==> src/rtl/lut_interp_reader_pkg.sv <==
// Shared widths, saturation limits and the clamp helper for the LUT interpolating reader.
package lut_interp_reader_pkg;

  localparam int ADDR_W = 4;
  localparam int FRAC_W = 4;
  localparam int DATA_W = 8;
  localparam int IN_W   = ADDR_W + FRAC_W;
  // (next - base) is DATA_W+1 bits, times an unsigned FRAC_W fraction kept signed.
  localparam int PROD_W = DATA_W + FRAC_W + 2;
  // One extra bit so base + shifted product can never overflow before clamping.
  localparam int SUM_W  = PROD_W + 1;

  localparam logic signed [DATA_W-1:0] SAT_MAX = {1'b0, {(DATA_W-1){1'b1}}};
  localparam logic signed [DATA_W-1:0] SAT_MIN = {1'b1, {(DATA_W-1){1'b0}}};

  // Clamp a wide signed sum into the signed DATA_W output range.
  function automatic logic signed [DATA_W-1:0] sat_to_data(input logic signed [SUM_W-1:0] v);
    logic signed [SUM_W-1:0] hi;
    logic signed [SUM_W-1:0] lo;
    hi = {{(SUM_W-DATA_W){1'b0}}, SAT_MAX};
    lo = {{(SUM_W-DATA_W){1'b1}}, SAT_MIN};
    if (v > hi)
      return SAT_MAX;
    else if (v < lo)
      return SAT_MIN;
    else
      return v[DATA_W-1:0];
  endfunction

endpackage

==> src/rtl/lut_interp_mac.sv <==
// Combinational interpolation arithmetic: slope times fraction, then shift, add and clamp.
// The caller registers prod between the two halves.
module lut_interp_mac
  import lut_interp_reader_pkg::*;
(
  input  logic signed [DATA_W-1:0] base,
  input  logic signed [DATA_W-1:0] next_data,
  input  logic        [FRAC_W-1:0] frac,
  output logic signed [PROD_W-1:0] prod,
  input  logic signed [DATA_W-1:0] acc_base,
  input  logic signed [PROD_W-1:0] acc_prod,
  output logic signed [DATA_W-1:0] y
);

  logic signed [DATA_W:0]    diff;
  logic signed [FRAC_W:0]    frac_s;
  logic signed [SUM_W-1:0]   shifted;
  logic signed [SUM_W-1:0]   sum;

  // Segment slope scaled by the fraction; the fraction is zero-extended so it stays positive.
  always_comb begin
    diff   = {next_data[DATA_W-1], next_data} - {base[DATA_W-1], base};
    frac_s = {1'b0, frac};
    prod   = PROD_W'(diff) * PROD_W'(frac_s);
  end

  // Arithmetic shift floors toward -inf, then the sum is clamped to the output range.
  always_comb begin
    shifted = SUM_W'(acc_prod >>> FRAC_W);
    sum     = shifted + SUM_W'(acc_base);
    y       = sat_to_data(sum);
  end

endmodule

==> src/rtl/lut_interp_reader.sv <==
// Three-stage streaming reader: address the LUT, form the scaled slope, then add and clamp.
// Every stage moves together on adv, so back-pressure freezes the whole pipe.
module lut_interp_reader
  import lut_interp_reader_pkg::*;
(
  input  logic                     clk,
  input  logic                     rst,
  input  logic                     in_valid,
  output logic                     in_ready,
  input  logic        [IN_W-1:0]   in_x,
  output logic        [ADDR_W-1:0] lut_addr,
  input  logic signed [DATA_W-1:0] lut_base,
  input  logic signed [DATA_W-1:0] lut_next,
  output logic                     out_valid,
  input  logic                     out_ready,
  output logic signed [DATA_W-1:0] out_y
);

  logic                     adv;
  logic        [FRAC_W-1:0] frac1;
  logic                     v1;
  logic signed [PROD_W-1:0] prod2;
  logic signed [DATA_W-1:0] base2;
  logic                     v2;
  logic signed [PROD_W-1:0] prod_c;
  logic signed [DATA_W-1:0] y_c;

  assign adv      = !out_valid || out_ready;
  assign in_ready = adv;

  lut_interp_mac u_mac (
    .base      (lut_base),
    .next_data (lut_next),
    .frac      (frac1),
    .prod      (prod_c),
    .acc_base  (base2),
    .acc_prod  (prod2),
    .y         (y_c)
  );

  // S1: split the sample into LUT address and fraction.
  always_ff @(posedge clk) begin
    if (rst) begin
      lut_addr <= '0;
      frac1    <= '0;
      v1       <= 1'b0;
    end else if (adv) begin
      lut_addr <= in_x[IN_W-1:FRAC_W];
      frac1    <= in_x[FRAC_W-1:0];
      v1       <= in_valid;
    end
  end

  // S2: capture the LUT pair as base and scaled slope.
  always_ff @(posedge clk) begin
    if (rst) begin
      prod2 <= '0;
      base2 <= '0;
      v2    <= 1'b0;
    end else if (adv) begin
      prod2 <= prod_c;
      base2 <= lut_base;
      v2    <= v1;
    end
  end

  // S3: publish the clamped result; out_y only moves when a real sample arrives.
  always_ff @(posedge clk) begin
    if (rst) begin
      out_valid <= 1'b0;
      out_y     <= '0;
    end else if (adv) begin
      out_valid <= v2;
      if (v2)
        out_y <= y_c;
    end
  end

endmodule

==> config.mk <==
export PLATFORM = sky130hd
export DESIGN_NAME = lut_interp_reader
export DESIGN_NICKNAME = d
export VERILOG_FILES = /design/src/rtl/lut_interp_reader_pkg.sv /design/src/rtl/lut_interp_mac.sv /design/src/rtl/lut_interp_reader.sv
export SDC_FILE = /design/constraint.sdc
export NUM_CORES = 1
export LEC_CHECK = 0
export ABC_CLOCK_PERIOD_IN_PS = 12400
export CAP_MARGIN = 20
export CORE_UTILIZATION = 61
export CTS_CLUSTER_DIAMETER = 50
export CTS_CLUSTER_SIZE = 40
export DETAILED_ROUTE_END_ITERATION = 7
export GPL_TIMING_DRIVEN = 0
export PLACE_DENSITY = 0.86
export SYNTH_ARGS = -nofsm -noshare
export SYNTH_HDL_FRONTEND = slang
export SYNTH_SLANG_ARGS = --single-unit
==> constraint.sdc <==
create_clock -name clk -period 12.4 [get_ports clk]
set_input_delay 2.48 -clock clk [delete_from_list [all_inputs] [get_ports clk]]
set_output_delay 2.48 -clock clk [all_outputs]
set_load 0.1 [all_outputs]
# ---- After elaboration in Yosys (flattened, before gate mapping)
# Cells that the tools add are included.
dict set report totals {
  register_bits 41
  input_bits 28
  out_inout_bits 14
  wordCells 18
}
dict set report classes {
  add_sub_neg 2
  mul 1
  n_lt_le_gt_ge 2
  mux 2
  n_reduce_logical 3
}
# cell count
set op_table {}
lappend op_table {{$mux 8} 2}
lappend op_table {{$gt 15x8->1 const B} 1}
lappend op_table {{$lt 15x8->1 const B} 1}
lappend op_table {{$mul 9x5->14} 1}
lappend op_table {{$add 10x8->11} 1}
lappend op_table {{$sub 8x8->9} 1}
lappend op_table {{$reduce_and 2->1} 1}
lappend op_table {{$logic_not 1->1} 1}
lappend op_table {{$logic_or 1x1->1} 1}

# ---- Logic depth before layout (Yosys ltp)
# Gate-level depths: netlist of the first run.
dict set report logic_depth {
  depth_word 4
  mapped_depth 22
  ltp_nobuf 22
}

# ---- By module
# A second synthesis of the first run with hierarchy kept.
dict set report hier_totals {
  cells_unflattened 468
  hier_area_um2 3772.4
}
# mod n_inst cells_per_inst area_per_inst_um2 seq_area_each_um2
set by_module_without_submodules {}
lappend by_module_without_submodules {lut_interp_mac 1 288 2285.9 0.0}
lappend by_module_without_submodules {lut_interp_reader 1 180 1486.4 820.8}

# ---- Least setup slack after synthesis of the first run
# OpenSTA, ideal clock, no wires.
dict set report synth_path {
  path_kind {in2reg}
  startpoint {input port lut_base[1]}
  endpoint {register prod2[11]}
  setup_time_ps 133
  t_arrival_ps 6499
  required_time_ps 12267
  path_slack_ps 5768
  path_stages 21
  path_buffers 0
  cell_sequence {inv_1 ha_1 nor2b_1 o21ai_0 a21boi_0 o21ai_0 nor2b_1 xnor2_1 and2_1 ha_1 fa_1 inv_1 fa_1 inv_1 ha_1 a21oi_1 o21ai_0 o21a_4 or3_1 nand3_1 a21oi_1}
}
dict set report synth_between {
  elab_chain_cells 2
}
# element line_no
set synth_lines {}
lappend synth_lines {{start: declaration} lut_interp_reader.sv:12} ;# input logic signed [DATA_W-1:0] lut_base,
lappend synth_lines {{$sub 8x8->9} lut_interp_mac.sv:22} ;# diff = {next_data[DATA_W-1], next_data} - {base[DATA_W-1], base};
lappend synth_lines {{$mul 9x5->14} lut_interp_mac.sv:24} ;# prod = PROD_W'(diff) * PROD_W'(frac_s);
lappend synth_lines {{end signal: assignment} lut_interp_reader.sv:61} ;# prod2 <= prod_c;
lappend synth_lines {{end: declaration} lut_interp_reader.sv:22} ;# logic signed [PROD_W-1:0] prod2;
# No other way between the ends.
# A chain may end at the register's enable or synchronous reset.

# ---- Final worst setup path of the first run
dict set report layout_path {
  startpoint {input port out_ready}
  endpoint {output port in_ready}
}
dict set report layout_between {
  elab_chain_cells 1
}
# element line_no
set layout_lines {}
lappend layout_lines {{start: declaration} lut_interp_reader.sv:15} ;# input logic out_ready,
lappend layout_lines {{$logic_or 1x1->1} lut_interp_reader.sv:28} ;# assign adv = !out_valid || out_ready;
lappend layout_lines {{end: declaration} lut_interp_reader.sv:9} ;# output logic in_ready,
# No other way between the ends.

==> flow_metrics.py, run 1 <==
metrics = {
    "synth": {
        "synth_warnings": 0,
        "synth_seq_area_share": 0.219,
        "syn_nets": 514,
        "synth_cell_type_count": 47,
        "syn_inst": 424,
        "ys.flop_type": "dfxtp_1",
        "async_reset_ff_frac": 0,
        "ys_ff_latch": 37,
        "syn_avg_cell_area_um2": 7.98,
        "synth_edf_count": 0,
        "netlist_area_um2": 3380,
    },
    "cts": {
        "cts_tree": "done",
        "clock_latency_ns": 0.28,
        "path_clk_slew_ns": 0.07,
        "cts.sinks": 37,
        "htreeDepth": 2,
        "clockBufferDepth": 2,
        "cts_buffers": 5,
        "post-cts-setup-buffers": 0,
        "cts_root_buf": "clkbuf_8",
        "cts-resized-gates": 0,
        "hold_buffers": 0,
    },
    "routing": {
        "vias_per_cell": 5.49,
        "dr.pass1.iters": 4,
        "ant_nets": 0,
        "wl_per_cell_um": 13.6,
        "dr_total_vias": 2977,
        "drt_wl_total_um": 7370,
        "drc_errors": 0,
        "drt_iter0_markers": 211,
    },
    "setup_path": {
        "cp_max_fo": 10,
        "crit_path_end_kind": "output port",
        "critPathLaunchType": "input pin",
        "ff2ff_path_depth": 14,
        "critPathKind": "in -> out",
        "crit_path_end": "in_ready",
        "rr_endpoint": "prod2[9]$_SDFFE_PP0N_",
        "critPathArrivalTime_ns": 4.95,
        "r2r_setup_slack_ns": 8.55,
        "r2r_start": "frac1[3]$_SDFFE_PP0N_",
        "required_ns": 9.92,
        "startpoint": "out_ready",
    },
    "pwr": {
        "p_leak_nw": 1.88,
        "powerDensity_nw_per_um2": 114,
        "peakVddDrop_uv": 80.8,
    },
    "final_layout": {
        "drive_above_1_share": 0.0381,
        "final_common_cell": "nand2_1",
        "most-common-layout-cells": "nand2_1, inv_1, ha_1",
        "fill_cells": 412,
        "num_antenna_cells": 0,
        "fin_area_um2": 3960,
        "final_nets": 561,
        "area_delta_synth_final_pct": 16.9,
    },
    "placement": {
        "hpwl_um": 5910,
        "placed_area_um2": 3870,
        "portBuffers": 40,
        "gp_congestion": 0.859,
    },
    "floorplan": {
        "io_pins": 42,
        "core_um2": 5240,
        "die_x_um": 76.5,
        "initial_core_util": 0.646,
        "rows": 26,
        "fp.dieArea_um2": 5850,
        "die_h_um": 76.5,
    },
    "sta": {
        "finClkSkew_ns": 0.00451,
        "rsz0062_at_grt": "no",
        "hold_viol_final": 0,
        "hold_slack_ns": 0.453,
        "finalCritPeriodShare": 0.599,
        "worst_slew_pin_slew_ns": 0.976,
        "tns_ns": 0,
        "fin_crit_ns": 7.43,
        "fmax_ghz": 0.135,
        "max_slew_margin": 0.347,
        "final_max_slew_viol_count": 0,
        "setup_viol": 0,
    },
    "global_routing": {
        "grt_pass1_vias": 2922,
        "grt-ovfl-total": 0,
        "grt_antenna_before_repair": 0,
        "grt_max_degree": 12,
        "grt_usage": 0.265,
        "grt_pass1_wl_um": 12600,
    },
    "status": {
        "status": "finished, final reports clean",
    },
    "hold_path": {
        "min_path_type": "reg -> reg",
    },
    "run": {
        "drv_cap": 0,
    },
}
==> synthesized netlist by cell type, types with 3 or more instances <==
cell type   n  area share
nand2_1    61       0.068
inv_1      55       0.061
ha_1       42        0.16
a21oi_1    38       0.056
dfxtp_1    37        0.22
nor2_1     33       0.037
and2_1     21       0.039
fa_1       20        0.12
o21ai_0    15       0.022
nor2b_1    11       0.020
xnor2_1    11       0.028
xor2_1     10       0.026
a311oi_1    7       0.018
clkbuf_1    7      0.0078
buf_1       4      0.0044
nor3_1      4      0.0059
a21o_1      3      0.0067
o21a_1      3      0.0067
or3_1       3      0.0055
==> per-layer routing <==
layer,vias to the layer above,global-route usage,share of wire
li1,1496,-,-
met4,0,0.0385,0.0048
met5,-,0,0
met2,64,0.485,0.50
met1,1413,0.334,0.45
met3,4,0.0383,0.038
==> area by class of cell <==
type                    instances  area (µm²)  area share
multi-input cells             318        2380       0.602
flip-flops and latches         37         741       0.187
plain buffers                  13        53.8      0.0136
clock inverters                 2        10.0     0.00253
repair buffers                 40         400       0.101
clock buffers                   6        72.6      0.0183
well taps                      70        87.6      0.0221
inverters                      56         210      0.0531
==> power breakdown <==
part | switching [mW] | internal, mW | leakage (nW)
clock | 0.0410 | 0.0389 | 0.0450
sequential | 0.0102 | 0.134 | 0.306
combinational | 0.134 | 0.0916 | 1.53
==> through the flow <==
stage               cells  power [mW]  utilization  setup WS [ns]
detailed placement    534       0.370        0.739           4.74
global placement      534       0.364        0.739           4.88
finish                542       0.449        0.755           4.97
global route          542       0.484        0.755           4.76
CTS                   542       0.450        0.755           5.00
floorplan             424       0.319            -           5.77
==> kinds of logic (layout without fill, tap and decap cells) <==
family,count (synthesis),count (layout),share of synthesized area
mux,2,2,0.00592
compound gates,87,87,0.164
flops,37,37,0.219
xor+xnor,21,21,0.0543
buf+inv,69,117,0.0780
fa+ha+maj,62,62,0.274
simple gates,146,146,0.206
==> critical path, cell delays in order <==
cell and delay [ns]:
clkdlybuf4s50_1 0.46, nor2b_1 0.04, buf_2 0.16, inv_2 0.18, buf_1 0.40, clkdlybuf4s50_1 1.23
==> sequential cells by signal, indices dropped and copies added, names as in the netlist <==
signal,cells
lut_addr,4
v1,1
prod2,10
out_y,8
base2,8
out_valid,1
frac1,4
v2,1
==> how the worst min path moves through the flow <==
stage	from	end	slack, ns	cells past startpoint
final	lut_addr[0]$_SDFFE_PP0N_	lut_addr[0]$_SDFFE_PP0N_	0.45	2
after CTS	lut_addr[0]$_SDFFE_PP0N_	lut_addr[0]$_SDFFE_PP0N_	0.45	2
after floorplan	v1$_SDFFE_PP0N_	v1$_SDFFE_PP0N_	0.43	2
after global placement	lut_addr[0]$_SDFFE_PP0N_	lut_addr[0]$_SDFFE_PP0N_	0.44	2
after global routing	lut_addr[0]$_SDFFE_PP0N_	lut_addr[0]$_SDFFE_PP0N_	0.48	2
after detailed placement	lut_addr[0]$_SDFFE_PP0N_	lut_addr[0]$_SDFFE_PP0N_	0.45	2
Power figures use the tool's default switching activity.
==> run 2: changes to the inputs <==
Settings changed: ABC_CLOCK_PERIOD_IN_PS 12400 to 7150, CORE_UTILIZATION 61 to 57, PLACE_DENSITY 0.86 to 0.82.
Clock period 12.4 ns to 7.15 ns, I/O delays scaled along.
==> run 2 against run 1 <==
Against the previous run: critical endpoint is now prod2[13]$_SDFFE_PP0N_; design area up 0.16%; largest power group unchanged; clock power up 88%; clock skew down 0.0012 ns; worst hold slack worse by 0.0012 ns; first-iteration DRC count down 34%; sequential power up 74%; critical path type is now in -> reg; largest cell class unchanged; core utilization down 4.9 points; via count up 0.50%; critical path depth up 15.
==> flow_metrics.py, run 2 (synthesis results as in run 1) <==
metrics = {
    "status": {
        "status": "finished, final reports clean",
    },
    "global_routing": {
        "grt_antenna_before_repair": 0,
        "grt-ovfl-total": 0,
        "grt_max_degree": 11,
        "grt_pass1_vias": 2832,
        "grt_usage": 0.250,
        "grt_pass1_wl_um": 12300,
    },
    "setup_path": {
        "required_ns": 7.33,
        "crit_path_end_kind": "flip-flop",
        "critPathLaunchType": "input pin",
        "worstPathCellList": "clkdlybuf4s50_1, inv_1, ha_1, nor2b_1, o21ai_0, a21boi_0, o21ai_0, nor2b_1, xnor2_1, and2_1, ha_1, fa_1, inv_1, fa_1, inv_1, ha_1, o21ai_0, a221oi_2, o21a_4, o21ai_2, o311a_1",
        "ff2ff_path_depth": 14,
        "r2r_start": "frac1[2]$_SDFFE_PP0N_",
        "slowest_stage": "clkdlybuf4s50_1",
        "crit_path_max_incr_delay_ns": 0.56,
        "critPathKind": "in -> reg",
        "cp_max_fo": 5,
        "critPathArrivalTime_ns": 6.48,
        "rr_endpoint": "prod2[9]$_SDFFE_PP0N_",
        "r2r_setup_slack_ns": 3.34,
    },
    "routing": {
        "vias_per_cell": 5.51,
        "wl_per_cell_um": 13.7,
        "drc_errors": 0,
        "drt_wl_total_um": 7460,
        "ant_nets": 0,
        "drt_iter0_markers": 139,
        "dr_total_vias": 2992,
        "dr.pass1.iters": 4,
    },
    "cts": {
        "post-cts-setup-buffers": 0,
        "cts_root_buf": "clkbuf_8",
        "clock_latency_ns": 0.29,
        "path_clk_slew_ns": 0.07,
        "htreeDepth": 2,
        "clockBufferDepth": 2,
        "cts_tree": "done",
        "cts_buffers": 5,
        "hold_buffers": 0,
        "cts-resized-gates": 0,
        "cts.sinks": 37,
    },
    "floorplan": {
        "die_h_um": 79.1,
        "core_um2": 5610,
        "io_pins": 42,
        "rows": 27,
        "initial_core_util": 0.604,
        "fp.dieArea_um2": 6250,
        "die_x_um": 79.1,
    },
    "pwr": {
        "peakVddDrop_uv": 184,
        "p_leak_nw": 1.88,
        "power.total_uw": 793,
        "powerDensity_nw_per_um2": 200,
    },
    "sta": {
        "max_slew_margin": 0.350,
        "tns_ns": 0,
        "setup_viol": 0,
        "finalCritPeriodShare": 0.881,
        "worst_slew_pin_slew_ns": 0.972,
        "finClkSkew_ns": 0.00331,
        "hold_viol_final": 0,
        "fin_crit_ns": 6.30,
        "fmax_ghz": 0.159,
        "final_max_slew_viol_count": 0,
        "rsz0062_at_grt": "no",
    },
    "final_layout": {
        "final_common_cell": "nand2_1",
        "reg_top3": "prod2: 10 flops, base2: 8 flops, out_y: 8 flops",
        "num_antenna_cells": 0,
        "drive_above_1_share": 0.0361,
        "final_nets": 561,
        "most-common-layout-cells": "nand2_1, inv_1, ha_1",
        "largest-register": "prod2",
        "area_delta_synth_final_pct": 17.0,
        "largest_reg_flops": 10,
    },
    "hold_path": {
        "hold_end": "lut_addr[1]$_SDFFE_PP0N_",
        "hold_path_depth": 2,
        "hold_path.startpoint": "lut_addr[1]$_SDFFE_PP0N_",
        "min_path_type": "reg -> reg",
    },
    "placement": {
        "gp_congestion": 0.812,
        "portBuffers": 40,
        "hpwl_um": 6020,
    },
    "run": {
        "drv_cap": 0,
    },
}
-- run 2: cell types whose count changed in the layout (fill, tap and decap cells not counted) --
cell | before | now
clkinv_2 | 2 | 0
clkbuf_8 | 5 | 6
-- run 2: metal layers --
metal,vias up,global-route usage,part of all wire
met2,80,0.450,0.49
met5,-,0,0
met4,0,0.0636,0.017
li1,1486,-,-
met3,15,0.0460,0.035
met1,1411,0.305,0.46
-- run 2: power by group --
| group | switching [mW] | total, mW | internal, mW |
|---|---|---|---|
| sequential | 0.0181 | 0.250 | 0.232 |
| combinational | 0.234 | 0.393 | 0.159 |
| clock | 0.0735 | 0.150 | 0.0765 |
-- run 2: worst max-delay path by stage --
stage                      startpoint                     end  slack, ns  cells past startpoint
after detailed placement  lut_base[1]  prod2[13]$_SDFFE_PP0N_       0.55                     21
after global routing      lut_base[1]  prod2[13]$_SDFFE_PP0N_       0.56                     21
after global placement    lut_base[1]  prod2[11]$_SDFFE_PP0N_       0.67                     22
after CTS                 lut_base[1]  prod2[13]$_SDFFE_PP0N_       0.84                     21
final                     lut_base[1]  prod2[13]$_SDFFE_PP0N_       0.85                     21
after floorplan           lut_base[1]  prod2[11]$_SDFFE_PP0N_       1.57                     21
-- run 2: cell type report --
cell class,instances,area [µm²]
Buffer,13,53.8
Multi-Input combinational cell,318,2380
Sequential cell,37,741
Inverter,56,210
Fill cell,472,1650
Clock buffer,7,86.3
Timing Repair Buffer,40,400
Tap cell,72,90.1
-- run 2: critical path, delay by kind of cell --
| kind | cells | cell delay, ns |
|---|---|---|
| adder cells (fa/ha/maj) | 5 | 1.95 |
| AO/OA/AOI/OAI | 8 | 1.68 |
| buffers and inverters | 4 | 0.74 |
| AND/OR/NAND/NOR | 3 | 0.48 |
| XOR/XNOR | 1 | 0.20 |
-- run 2: metrics by stage --
| stage | cell area (µm²) | util | hold slack (ns) | worst slack [ns] | std cells |
|---|---|---|---|---|---|
| 6_report | 3960 | 0.706 | 0.452 | 0.848 | 543 |
| 5_1_grt | 3960 | 0.706 | 0.474 | 0.556 | 543 |
| 4_1_cts | 3960 | 0.706 | 0.455 | 0.845 | 543 |
| 3_5_place_dp | 3870 | 0.691 | 0.445 | 0.546 | 536 |
| 3_3_place_gp | 3870 | 0.691 | 0.439 | 0.673 | 536 |
| 2_1_floorplan | 3380 | - | 0.432 | 1.57 | 424 |
==> run 3: changes to the inputs <==
Settings changed: CORE_UTILIZATION 57 to 46, PLACE_DENSITY 0.82 to 0.68.
==> run 3 against run 2 <==
Against the previous run: sequential share of layout area down 0.21 points; flip-flop and latch count is the same; first-iteration DRC count fell by 51%; clock-buffer cell count unchanged; worst hold slack improved by 0.0025 ns; final cell count grew 4.6%; clock skew grew 0.0054 ns; design area is 1.1% higher; die area rose by 23%; sequential power about the same; core utilization shrank 13 points; setup slack lost 0.012 ns.
==> flow_metrics.py, run 3 (synthesis results as in run 1) <==
metrics = {
    "placement": {
        "dp.cells": 560,
        "dp_slack_ns": 0.510,
        "portBuffers": 40,
        "gp_congestion": 0.808,
        "hpwl_um": 6060,
    },
    "floorplan": {
        "rows": 30,
        "io_pins": 42,
        "die_x_um": 87.8,
        "core_um2": 6940,
        "fp.dieArea_um2": 7700,
        "die_h_um": 87.8,
        "initial_core_util": 0.487,
    },
    "setup_path": {
        "r2r_setup_slack_ns": 3.35,
        "crit_path_max_incr_delay_ns": 0.56,
        "crit_path_end_kind": "flip-flop",
        "required_ns": 7.32,
        "ff2ff_path_depth": 14,
        "critPathArrivalTime_ns": 6.49,
        "critPathTopFamily": "adder cells",
        "cp_max_fo": 5,
        "rr_endpoint": "prod2[9]$_SDFFE_PP0N_",
        "cp.buffers_inverters": 4,
        "critPathLaunchType": "input pin",
        "crit_path_end": "prod2[13]$_SDFFE_PP0N_",
        "r2r_start": "frac1[3]$_SDFFE_PP0N_",
        "worstPathCellList": "clkdlybuf4s50_1, inv_1, ha_1, nor2b_1, o21ai_0, a21boi_0, o21ai_0, nor2b_1, xnor2_1, and2_1, ha_1, fa_1, inv_1, fa_1, inv_1, ha_1, o21ai_0, a221oi_2, o21a_4, o21ai_2, o311a_1",
        "startpoint": "lut_base[1]",
        "critPathKind": "in -> reg",
        "slowest_stage": "fa_1",
        "path_depth": 21,
    },
    "sta": {
        "finalCritPeriodShare": 0.883,
        "finClkSkew_ns": 0.00873,
        "final_max_slew_viol_count": 0,
        "hold_slack_ns": 0.454,
        "fmax_ghz": 0.158,
        "tns_ns": 0,
        "setup_viol": 0,
        "hold_viol_final": 0,
        "fin_crit_ns": 6.31,
        "worst_slew_pin_slew_ns": 0.974,
        "rsz0062_at_grt": "no",
        "max_slew_margin": 0.349,
        "final.setup.worst_slack_ns": 0.837,
    },
    "routing": {
        "drc_errors": 0,
        "ant_nets": 0,
        "drt_wl_total_um": 7230,
        "dr.pass1.iters": 4,
        "vias_per_cell": 4.92,
        "dr_total_vias": 2797,
        "drt_iter0_markers": 68,
        "wl_per_cell_um": 12.7,
    },
    "final_layout": {
        "final_common_cell": "nand2_1",
        "layout.cells.non_filler": 568,
        "area_delta_synth_final_pct": 18.4,
        "most-common-layout-cells": "nand2_1, inv_1, ha_1",
        "reg_top3": "prod2: 10 flops, base2: 8 flops, out_y: 8 flops",
        "drive_above_1_share": 0.0403,
        "largest-register": "prod2",
        "final_core_util": 0.577,
        "num_antenna_cells": 0,
        "final_nets": 561,
        "fill_cells": 647,
        "largest_reg_flops": 10,
    },
    "pwr": {
        "peakVddDrop_uv": 98.6,
        "pwr-share-comb": 0.486,
        "netSwitchingPower_uw": 323,
        "powerDensity_nw_per_um2": 200,
        "power_switching_share": 0.403,
        "power_frac_seq": 0.313,
        "p_leak_nw": 1.89,
        "p_int_uw": 478,
        "p_clk_frac": 0.201,
    },
    "cts": {
        "cts.sinks": 37,
        "cts_buffers": 5,
        "clock_latency_ns": 0.29,
        "path_clk_slew_ns": 0.07,
        "cts_root_buf": "clkbuf_8",
        "cts_tree": "done",
        "htreeDepth": 2,
        "clockBufferDepth": 2,
        "hold_buffers": 0,
        "cts-resized-gates": 0,
        "post-cts-setup-buffers": 0,
    },
    "global_routing": {
        "grt_pass1_wl_um": 12700,
        "grt_max_degree": 12,
        "grt_usage": 0.211,
        "grt_antenna_before_repair": 0,
        "grt-ovfl-total": 0,
        "grt_pass1_vias": 2800,
    },
    "hold_path": {
        "min_path_type": "reg -> reg",
    },
    "status": {
        "status": "finished, final reports clean",
    },
    "run": {
        "drv_cap": 0,
    },
}
run 3: area by class of cell:
class,count,area (µm²),share of cell area
Buffer,13,53.8,0.0134
Clock buffer,7,96.3,0.0240
Clock inverter,1,5.00,0.00125
Inverter,56,210,0.0525
Multi-Input combinational cell,318,2380,0.594
Sequential cell,37,741,0.185
Tap cell,96,120,0.0300
Timing Repair Buffer,40,400,0.0999
run 3: worst min-delay path by stage:
stage               slack (ns)  cells after the start                startpoint                  endpoint
finish                    0.45                      2  lut_addr[1]$_SDFFE_PP0N_  lut_addr[1]$_SDFFE_PP0N_
global route              0.47                      2  lut_addr[1]$_SDFFE_PP0N_  lut_addr[1]$_SDFFE_PP0N_
CTS                       0.45                      2  lut_addr[1]$_SDFFE_PP0N_  lut_addr[1]$_SDFFE_PP0N_
detailed placement        0.44                      2  lut_addr[1]$_SDFFE_PP0N_  lut_addr[1]$_SDFFE_PP0N_
global placement          0.44                      2  lut_addr[0]$_SDFFE_PP0N_  lut_addr[0]$_SDFFE_PP0N_
floorplan                 0.43                      2           v1$_SDFFE_PP0N_           v1$_SDFFE_PP0N_
run 3: power groups by stage:
stage / clock network [mW] / logic [mW] / registers, mW
6_report: 0.161 / 0.389 / 0.250
3_3_place_gp: 0 / 0.381 / 0.254
4_1_cts: 0.164 / 0.392 / 0.251
2_1_floorplan: 0 / 0.265 / 0.289
5_1_grt: 0.171 / 0.442 / 0.254
3_5_place_dp: 0 / 0.391 / 0.255
run 3: through the flow:
| step | instance area, µm² | total power, mW |
|---|---|---|
| 6_report | 4010 | 0.800 |
| 5_1_grt | 4010 | 0.867 |
| 4_1_cts | 4010 | 0.807 |
| 3_5_place_dp | 3910 | 0.647 |
| 3_3_place_gp | 3910 | 0.635 |
| 2_1_floorplan | 3380 | 0.554 |
run 3: worst register-to-register path, delay by kind of cell, from the launching register on:
family / cells / cell delay (ns)
buffers and inverters: 2 / 0.13
and+or+nand+nor: 2 / 0.26
adders and majority gates: 4 / 1.56
muxes: 1 / 0.22
DFF: 1 / 0.49
AOI/OAI and AO/OA: 5 / 1.05
run 3: routing by layer:
| metal | vias up | global-route usage | wire length (µm) |
|---|---|---|---|
| met4 | 0 | 0.0477 | 93 |
| met1 | 1256 | 0.282 | 3590 |
| met5 | - | 0 | 0 |
| met2 | 45 | 0.360 | 3370 |
| li1 | 1488 | - | - |
| met3 | 8 | 0.0292 | 172 |
